File: config.mk
export PLATFORM = sky130hd
export DESIGN_NAME = uart_tx_ctrl
export DESIGN_NICKNAME = d
export VERILOG_FILES = /design/src/rtl/uart_tx_ctrl.sv
export SDC_FILE = /design/constraint.sdc
export NUM_CORES = 1
export LEC_CHECK = 0
export ABC_AREA = 1
export ABC_CLOCK_PERIOD_IN_PS = 2700
export CORE_MARGIN = 4
export CORE_UTILIZATION = 30
export CTS_BUF_LIST = sky130_fd_sc_hd__clkbuf_8 sky130_fd_sc_hd__clkbuf_16
export DETAILED_ROUTE_END_ITERATION = 7
export HOLD_SLACK_MARGIN = 0.05
export SYNTH_ARGS = -nofsm -noshare
export SYNTH_HDL_FRONTEND = slang
export SYNTH_SLANG_ARGS = --single-unit
File: constraint.sdc
create_clock -name clk -period 2.7 [get_ports clk]
set_input_delay 0.54 -clock clk [delete_from_list [all_inputs] [get_ports clk]]
set_output_delay 0.54 -clock clk [all_outputs]
set_load 0.02 [all_outputs]
File: src/rtl/uart_tx_ctrl.sv
// rtl/uart_tx_ctrl.sv - 16550 transmit controller: THR FIFO, launch FSM, THRE/TEMT flags
//
// Ports:
//   clk, rst_n   system clock, asynchronous active-low reset
//   wr_data      byte written to THR
//   wr_en        one-cycle THR write strobe
//   fifo_en      1 = FIFO mode (DEPTH entries), 0 = 16450 mode (1 entry)
//   fifo_clr     one-cycle FIFO flush strobe
//   tx_pause     hold off new launches (CTS flow control)
//   tx_busy      serial transmitter busy
//   tx_data      byte presented to the transmitter, held until the next pop
//   tx_start     one-cycle launch request
//   thre         holding register / FIFO empty
//   temt         FIFO empty and transmitter idle
//   fifo_count   entries currently stored
//   wr_drop      one-cycle pulse when a write hit a full FIFO
module uart_tx_ctrl #(
    parameter int DEPTH = 16,
    parameter int AW    = $clog2(DEPTH)
) (
    input  logic          clk,
    input  logic          rst_n,
    input  logic [7:0]    wr_data,
    input  logic          wr_en,
    input  logic          fifo_en,
    input  logic          fifo_clr,
    input  logic          tx_pause,
    input  logic          tx_busy,
    output logic [7:0]    tx_data,
    output logic          tx_start,
    output logic          thre,
    output logic          temt,
    output logic [AW:0]   fifo_count,
    output logic          wr_drop
);

    typedef enum logic [1:0] {
        IDLE,
        START,
        WAIT_ACK,
        WAIT_DONE
    } state_t;

    state_t        state;
    logic [7:0]    mem [DEPTH];
    logic [AW-1:0] wr_ptr;
    logic [AW-1:0] rd_ptr;
    logic          fifo_en_q;

    logic          flush;
    logic [AW:0]   cap;
    logic          full;
    logic          push;
    logic          pop;
    logic          drop;
    logic [AW:0]   count_next;

    // A mode switch reshapes the buffer, so it is treated exactly like an FCR flush.
    assign flush = fifo_clr | (fifo_en ^ fifo_en_q);
    assign cap   = fifo_en ? (AW+1)'(DEPTH) : (AW+1)'(1);
    assign full  = (fifo_count == cap);

    // Flushed writes vanish silently; only a genuine overflow reports wr_drop.
    assign push  = wr_en & ~full & ~flush;
    assign drop  = wr_en &  full & ~flush;
    assign pop   = (state == IDLE) & (fifo_count != '0) & ~tx_pause & ~flush;

    always_comb begin
        count_next = fifo_count;
        if (flush) begin
            count_next = '0;
        end else begin
            case ({push, pop})
                2'b10:   count_next = fifo_count + (AW+1)'(1);
                2'b01:   count_next = fifo_count - (AW+1)'(1);
                default: count_next = fifo_count;
            endcase
        end
    end

    assign temt = thre & (state == IDLE) & ~tx_busy;

    // Storage carries no reset; validity is tracked entirely by the pointers and count.
    always_ff @(posedge clk) begin
        if (push) begin
            mem[wr_ptr] <= wr_data;
        end
    end

    always_ff @(posedge clk or negedge rst_n) begin
        if (!rst_n) begin
            wr_ptr     <= '0;
            rd_ptr     <= '0;
            fifo_count <= '0;
            thre       <= 1'b1;
            wr_drop    <= 1'b0;
            fifo_en_q  <= 1'b0;
            state      <= IDLE;
            tx_data    <= 8'h00;
            tx_start   <= 1'b0;
        end else begin
            fifo_en_q  <= fifo_en;
            wr_drop    <= drop;
            fifo_count <= count_next;
            thre       <= (count_next == '0);

            if (flush) begin
                wr_ptr <= '0;
                rd_ptr <= '0;
            end else begin
                if (push) begin
                    wr_ptr <= wr_ptr + AW'(1);
                end
                if (pop) begin
                    rd_ptr <= rd_ptr + AW'(1);
                end
            end

            // A byte already handed off keeps going through a flush.
            case (state)
                IDLE: begin
                    tx_start <= 1'b0;
                    if (pop) begin
                        tx_data  <= mem[rd_ptr];
                        tx_start <= 1'b1;
                        state    <= START;
                    end
                end
                START: begin
                    tx_start <= 1'b0;
                    state    <= WAIT_ACK;
                end
                WAIT_ACK: begin
                    tx_start <= 1'b0;
                    if (tx_busy) begin
                        state <= WAIT_DONE;
                    end
                end
                WAIT_DONE: begin
                    tx_start <= 1'b0;
                    if (!tx_busy) begin
                        state <= IDLE;
                    end
                end
                default: begin
                    tx_start <= 1'b0;
                    state    <= IDLE;
                end
            endcase
        end
    end

endmodule

==> results of run 1 <==
## per-stage QoR
stage / hold WS, ps / util / total power [mW]
after floorplan: 244.4 / - / 3.658
after global placement: 472.6 / 0.3449 / 4.074
after detailed placement: 470.3 / 0.3449 / 4.087
after CTS: 486.5 / 0.3707 / 6.364
after global routing: 514.1 / 0.3715 / 6.628
final: 479.9 / 0.3715 / 6.300
## worst max-delay path: stages, from the launching register on
cell             delay (ps)
dfrtp_1                 420
inv_1                   100
ha_2                    220
nand2_1                  60
nor2_1                   80
clkdlybuf4s50_1         610
## state kept, by name, indices dropped and copies added, names as in the netlist, 2 cells and up
name	count
fifo_count	5
mem	128
rd_ptr	4
state	2
tx_data	8
wr_ptr	4
## path summary, 6_finish.rpt
| check | startpoint | endpoint | slack (ps) |
|---|---|---|---|
| hold / removal | tx_data[5]$_DFFE_PN0P_ | tx_data[5]$_DFFE_PN0P_ | 480 |
| max in group asynchronous | rst_n | thre$_DFF_PN1_ | 1900 |
| hold reg to reg | tx_data[5]$_DFFE_PN0P_ | tx_data[5]$_DFFE_PN0P_ | 480 |
| setup reg to reg | fifo_count[2]$_DFF_PN0_ | thre$_DFF_PN1_ | 330 |
| setup / recovery | state[1]$_DFFE_PN0P_ | temt | 260 |
| min in group asynchronous | rst_n | tx_start$_DFF_PN0_ | 490 |
## report_power, final
part | internal [mW] | total [mW] | switching, mW
sequential | 2.70 | 2.82 | 0.118
combinational | 0.464 | 1.21 | 0.744
clock | 1.28 | 2.28 | 0.995
## final cells by class
class / instances / area share
clock buffer: 17 / 0.05231
clock inverter: 15 / 0.01708
inverter: 30 / 0.01415
multi-input combinational: 378 / 0.2320
sequential: 155 / 0.5562
tap: 280 / 0.04308
timing repair buffer: 77 / 0.08523
## layer usage
metal	part of all wire	up-vias
met5	0	-
met4	0.027	0
met3	0.032	23
met2	0.49	82
met1	0.45	2131
li1	-	2191
## cell families after synthesis
group	Yosys count	synth area share
adders and majority gates	12	0.02241
xor gates and xnor gates	3	0.003923
and+or+nand+nor	250	0.1539
buffers and inverters	58	0.04613
DFF	155	0.6748
muxes	1	0.001494
AOI/OAI and AO/OA	112	0.09731
## what timing repair did
| item | 4_1_cts | 5_1_grt |
|---|---|---|
| setup buffers | 0 | 0 |
| gates resized for setup | 0 | 4 |
| setup endpoints to repair | 0 | 1 |
## synthesized netlist by cell type, drive strengths merged
library cell | instances | area share
edfxtp | 128 | 0.57
nor2 | 128 | 0.072
nand2 | 88 | 0.054
o21ai | 70 | 0.052
o211ai | 32 | 0.036
nand3 | 30 | 0.022
inv | 29 | 0.017
dfrtp | 26 | 0.097
buf | 24 | 0.027
ha | 12 | 0.022
a21oi | 10 | 0.0092
clkbuf | 4 | 0.0024
nor3 | 3 | 0.0037
xnor2 | 2 | 0.0026
clkinv | 1 | 0.00056
dfstp | 1 | 0.0039
mux2i | 1 | 0.0015
or2 | 1 | 0.0013
xor2 | 1 | 0.0013
==> results.cfg, run 1 <==
[run_status]
status = finished, final reports clean

[cts]
numCtsBuffers = 17
cts_root_buf = clkbuf_16
htree_levels = 4
clk_path_buf_depth = 2
cts_tree = done
clk_latency_ps = 430
cts.sinks = 155
cts_hold_buf = 0
path_clk_slew_ps = 60

[global_routing]
grt_pass1_vias = 4370
track_usage = 0.1297
use_met2 = 0.2125
antenna_found_initial = 0
grt_overflow_total = 0
grt_pass1_wl_um = 24290
met3_usage = 0.03354
grt-busiest-layer = met2
grt_max_degree = 66
met1_usage = 0.1635

[detailed_routing]
num_vias = 4427
avgRoutedWirePerCell_um = 16.00
dr.pass1.iters = 4
viasPerCell = 4.650
drc_errors = 0
totalWireLength_um = 15230
ant_nets = 0
drt_iter0_drc = 259

[placed_design]
dp_cells = 920
dp_slack_ps = -191.7
port_buffers = 31
dp_hpwl_um = 9564
gp_congestion = 0.7720
placed_area_um2 = 7551

[final_layout]
layout_commonest_cell = edfxtp_1
final-seq-area_um2 = 4523
drive_above_1_share = 0.1473
area_delta_synth_final_pct = 21.40
multi_input_area_um2 = 1887
n_antenna_cell = 0
fillCellCount = 2153
fin_area_um2 = 8133
layout_common_cells = edfxtp_1, nor2_1, nand2_1
layoutNonFillerInstCount = 952
nets = 686

[synth]
synth-seq-cells = 155
syn_area_um2 = 6699
synth_cell_types = 33
ys_seq_area_frac = 0.6748
syn_inst = 591
syn_nets = 618
yosysWarningCount = 0
syn_avg_cell_area_um2 = 11.33

[timing]
report.final.hold_viol_count = 0
final.setup.tns_ps = 0
period_share = 0.9031
tightest_slew_ps = 641.6
fin_ws_ps = 261.5
rsz0062_at_grt = no
min_period_ps = 2438
setup_viol = 0
fin_skew_ps = 12.53
drv_slew = 0
relSlewSlack = 0.5709
fmaxAchievable_mhz = 410.1

[floorplanning]
coreArea_um2 = 21890
dieHeight_um = 157.4
rows = 54
die_x_um = 157.4
io_pins = 32
start_util = 0.3060
die_area_um2 = 24780

[setup_path]
critPathRequiredTime_ps = 2160
crit_path_start_kind = flip-flop
endpoint_kind = primary output
ff2ff_path_depth = 14
crit_arrival_ps = 1900
critPathKind = reg2out
crit_path_max_fanout = 4

[power_and_ir_drop]
leakage_nw = 3.018
ir_drop_v = 0.0003122
powerDensity_nw_per_um2 = 774.6

[hold_path]
min_path_cells = 2
hold_class = reg2reg

[flow_run]
max_cap_viol_count = 0
(Power assumes the default switching activity.)
==> run 2, diff against run 1 <==
--- a/config.mk
+++ b/config.mk
@@ -6,7 +6,8 @@
 export NUM_CORES = 1
 export LEC_CHECK = 0
 export ABC_AREA = 1
-export ABC_CLOCK_PERIOD_IN_PS = 2700
+export ABC_CLOCK_PERIOD_IN_PS = 2670
+export CORE_ASPECT_RATIO = 1.75
 export CORE_MARGIN = 4
 export CORE_UTILIZATION = 30
 export CTS_BUF_LIST = sky130_fd_sc_hd__clkbuf_8 sky130_fd_sc_hd__clkbuf_16
==> constraint.sdc (replaced) <==
create_clock -name clk -period 2.67 [get_ports clk]
set_input_delay 0.534 -clock clk [delete_from_list [all_inputs] [get_ports clk]]
set_output_delay 0.534 -clock clk [all_outputs]
set_load 0.02 [all_outputs]
==> results.cfg, run 2 (synthesis gave the netlist of run 1 again) <==
[run_status]
status = finished, final reports clean

[final_layout]
largest_registers = mem x128, tx_data x8, fifo_count x5
largest-register = mem
nets = 688
drive_above_1_share = 0.1439
layout_common_cells = edfxtp_1, nor2_1, nand2_1
n_antenna_cell = 0
layout_commonest_cell = edfxtp_1
area_delta_synth_final_pct = 22.08
largest_reg_flops = 128

[floorplanning]
start_util = 0.3035
io_pins = 32
dieHeight_um = 205.7
die_x_um = 121.0
coreArea_um2 = 22070
die_area_um2 = 24880
rows = 72

[hold_path]
hold_class = reg2reg

[setup_path]
path_cells = inv_1, ha_1, nand2_1, nor2_1, clkdlybuf4s50_1
crit_arrival_ps = 1970
critPathKind = reg2out
endpoint_kind = primary output
critPathBufInv = 2
cp_slowest_stage_delay_ps = 610
crit_path_start_kind = flip-flop
critPathRequiredTime_ps = 2140
crit_family = buffers and inverters
crit_path_max_fanout = 3
slowest_stage = clkdlybuf4s50_1

[power_and_ir_drop]
leakage_nw = 3.046
ir_drop_v = 0.0005055
powerDensity_nw_per_um2 = 783.1

[cts]
cts_tree = done
clk_latency_ps = 420
postCtsSetupBuffers = 0
numCtsBuffers = 17
cts_hold_buf = 0
htree_levels = 4
clk_path_buf_depth = 2
cts_root_buf = clkbuf_16
path_clk_slew_ps = 60
cts.sinks = 155

[global_routing]
grt_overflow_total = 0
track_usage = 0.1286
grt_max_degree = 67
antenna_found_initial = 0
grt_pass1_vias = 4514
grt_pass1_wl_um = 24160

[timing]
report.final.hold_viol_count = 0
tightest_slew_ps = 637.7
min_period_ps = 2503
fmaxAchievable_mhz = 399.5
rsz0062_at_grt = no
period_share = 0.9376
setup_viol = 0
fin_hold_ws_ps = 483.2
relSlewSlack = 0.5736
fin_ws_ps = 166.7
drv_slew = 0
fin_skew_ps = 7.741

[detailed_routing]
drt_iter0_drc = 306
viasPerCell = 4.566
avgRoutedWirePerCell_um = 15.63
num_vias = 4429
dr.pass1.iters = 4
drc_errors = 0
ant_nets = 0
totalWireLength_um = 15160

[placed_design]
dp_hpwl_um = 10340
gp_congestion = 0.8867
dp_slack_ps = -212.4
port_buffers = 31

[flow_run]
max_cap_viol_count = 0
==> run 2: cell count changes in the layout (fill, tap and decap cells not counted), moves of 2 or more <==
cell	change
buf_4	+3
clkinv_4	-3
bufinv_16	+2
inv_1	+2
inv_8	-2
==> run 2: tightest hold or removal path: stages, from the launching register on <==
cell and delay (ps):
dfrtp_1 340, nand2_1 50, nand2_1 60
==> run 2: repair_timing <==
action / in CTS / in global routing
endpoints found under the hold margin: 0 / 0
resized for setup: 0 / 5
setup endpoints to repair: 0 / 2
==> run 2: where the power goes <==
part           switching (mW)  internal, mW
Combinational           0.784         0.454
Clock                   0.905          1.45
Sequential             0.0801          2.73
Total                    1.77          4.64
==> run 2: final timing paths <==
check	startpoint	endpoint	slack, ps	cells after the start
max in group asynchronous	rst_n	thre$_DFF_PN1_	1860	2
min in group asynchronous	rst_n	tx_data[2]$_DFFE_PN0P_	500	2
min	tx_data[7]$_DFFE_PN0P_	tx_data[7]$_DFFE_PN0P_	480	2
max	state[0]$_DFFE_PN0P_	temt	170	5
max reg2reg	fifo_count[1]$_DFF_PN0_	thre$_DFF_PN1_	270	14
min reg2reg	tx_data[7]$_DFFE_PN0P_	tx_data[7]$_DFFE_PN0P_	480	2
==> run 2: layout make-up <==
class,instances,area [um2]
Tap cell,296,370.4
Sequential cell,155,4523
Clock buffer,17,425.4
Clock inverter,15,157.7
Fill cell,2107,13890
Inverter,30,115.1
Multi-Input combinational cell,378,1891
Timing Repair Buffer,79,695.7
==> run 2: stage by stage <==
| step | instance area (um2) | power (mW) | setup TNS [ps] | cells | util |
|---|---|---|---|---|---|
| 6_report | 8178 | 6.404 | 0 | 970 | 0.3705 |
| 5_1_grt | 8178 | 6.755 | 0 | 970 | 0.3705 |
| 3_3_place_gp | 7574 | 4.103 | -398.1 | 938 | 0.3431 |
| 4_1_cts | 8157 | 6.499 | 0 | 970 | 0.3696 |
| 3_5_place_dp | 7574 | 4.120 | -560.9 | 938 | 0.3431 |
| 2_1_floorplan | 6699 | 3.699 | 0 | 591 | - |
==> run 2: layer usage <==
metal	track usage	share of wire	wire [um]
met2	0.2375	0.56	8549
met4	0.07253	0.034	515
met3	0.02255	0.024	360
met5	0	0	0
met1	0.1354	0.38	5733
==> run 3, diff against run 2 <==
--- a/config.mk
+++ b/config.mk
@@ -11,6 +11,7 @@
 export CORE_MARGIN = 4
 export CORE_UTILIZATION = 30
 export CTS_BUF_LIST = sky130_fd_sc_hd__clkbuf_8 sky130_fd_sc_hd__clkbuf_16
+export CTS_CLUSTER_DIAMETER = 40
 export DETAILED_ROUTE_END_ITERATION = 7
 export HOLD_SLACK_MARGIN = 0.05
 export SYNTH_ARGS = -nofsm -noshare
==> results of run 3 <==
No change in the layout: final DEF, timing and power equal those of run 2.
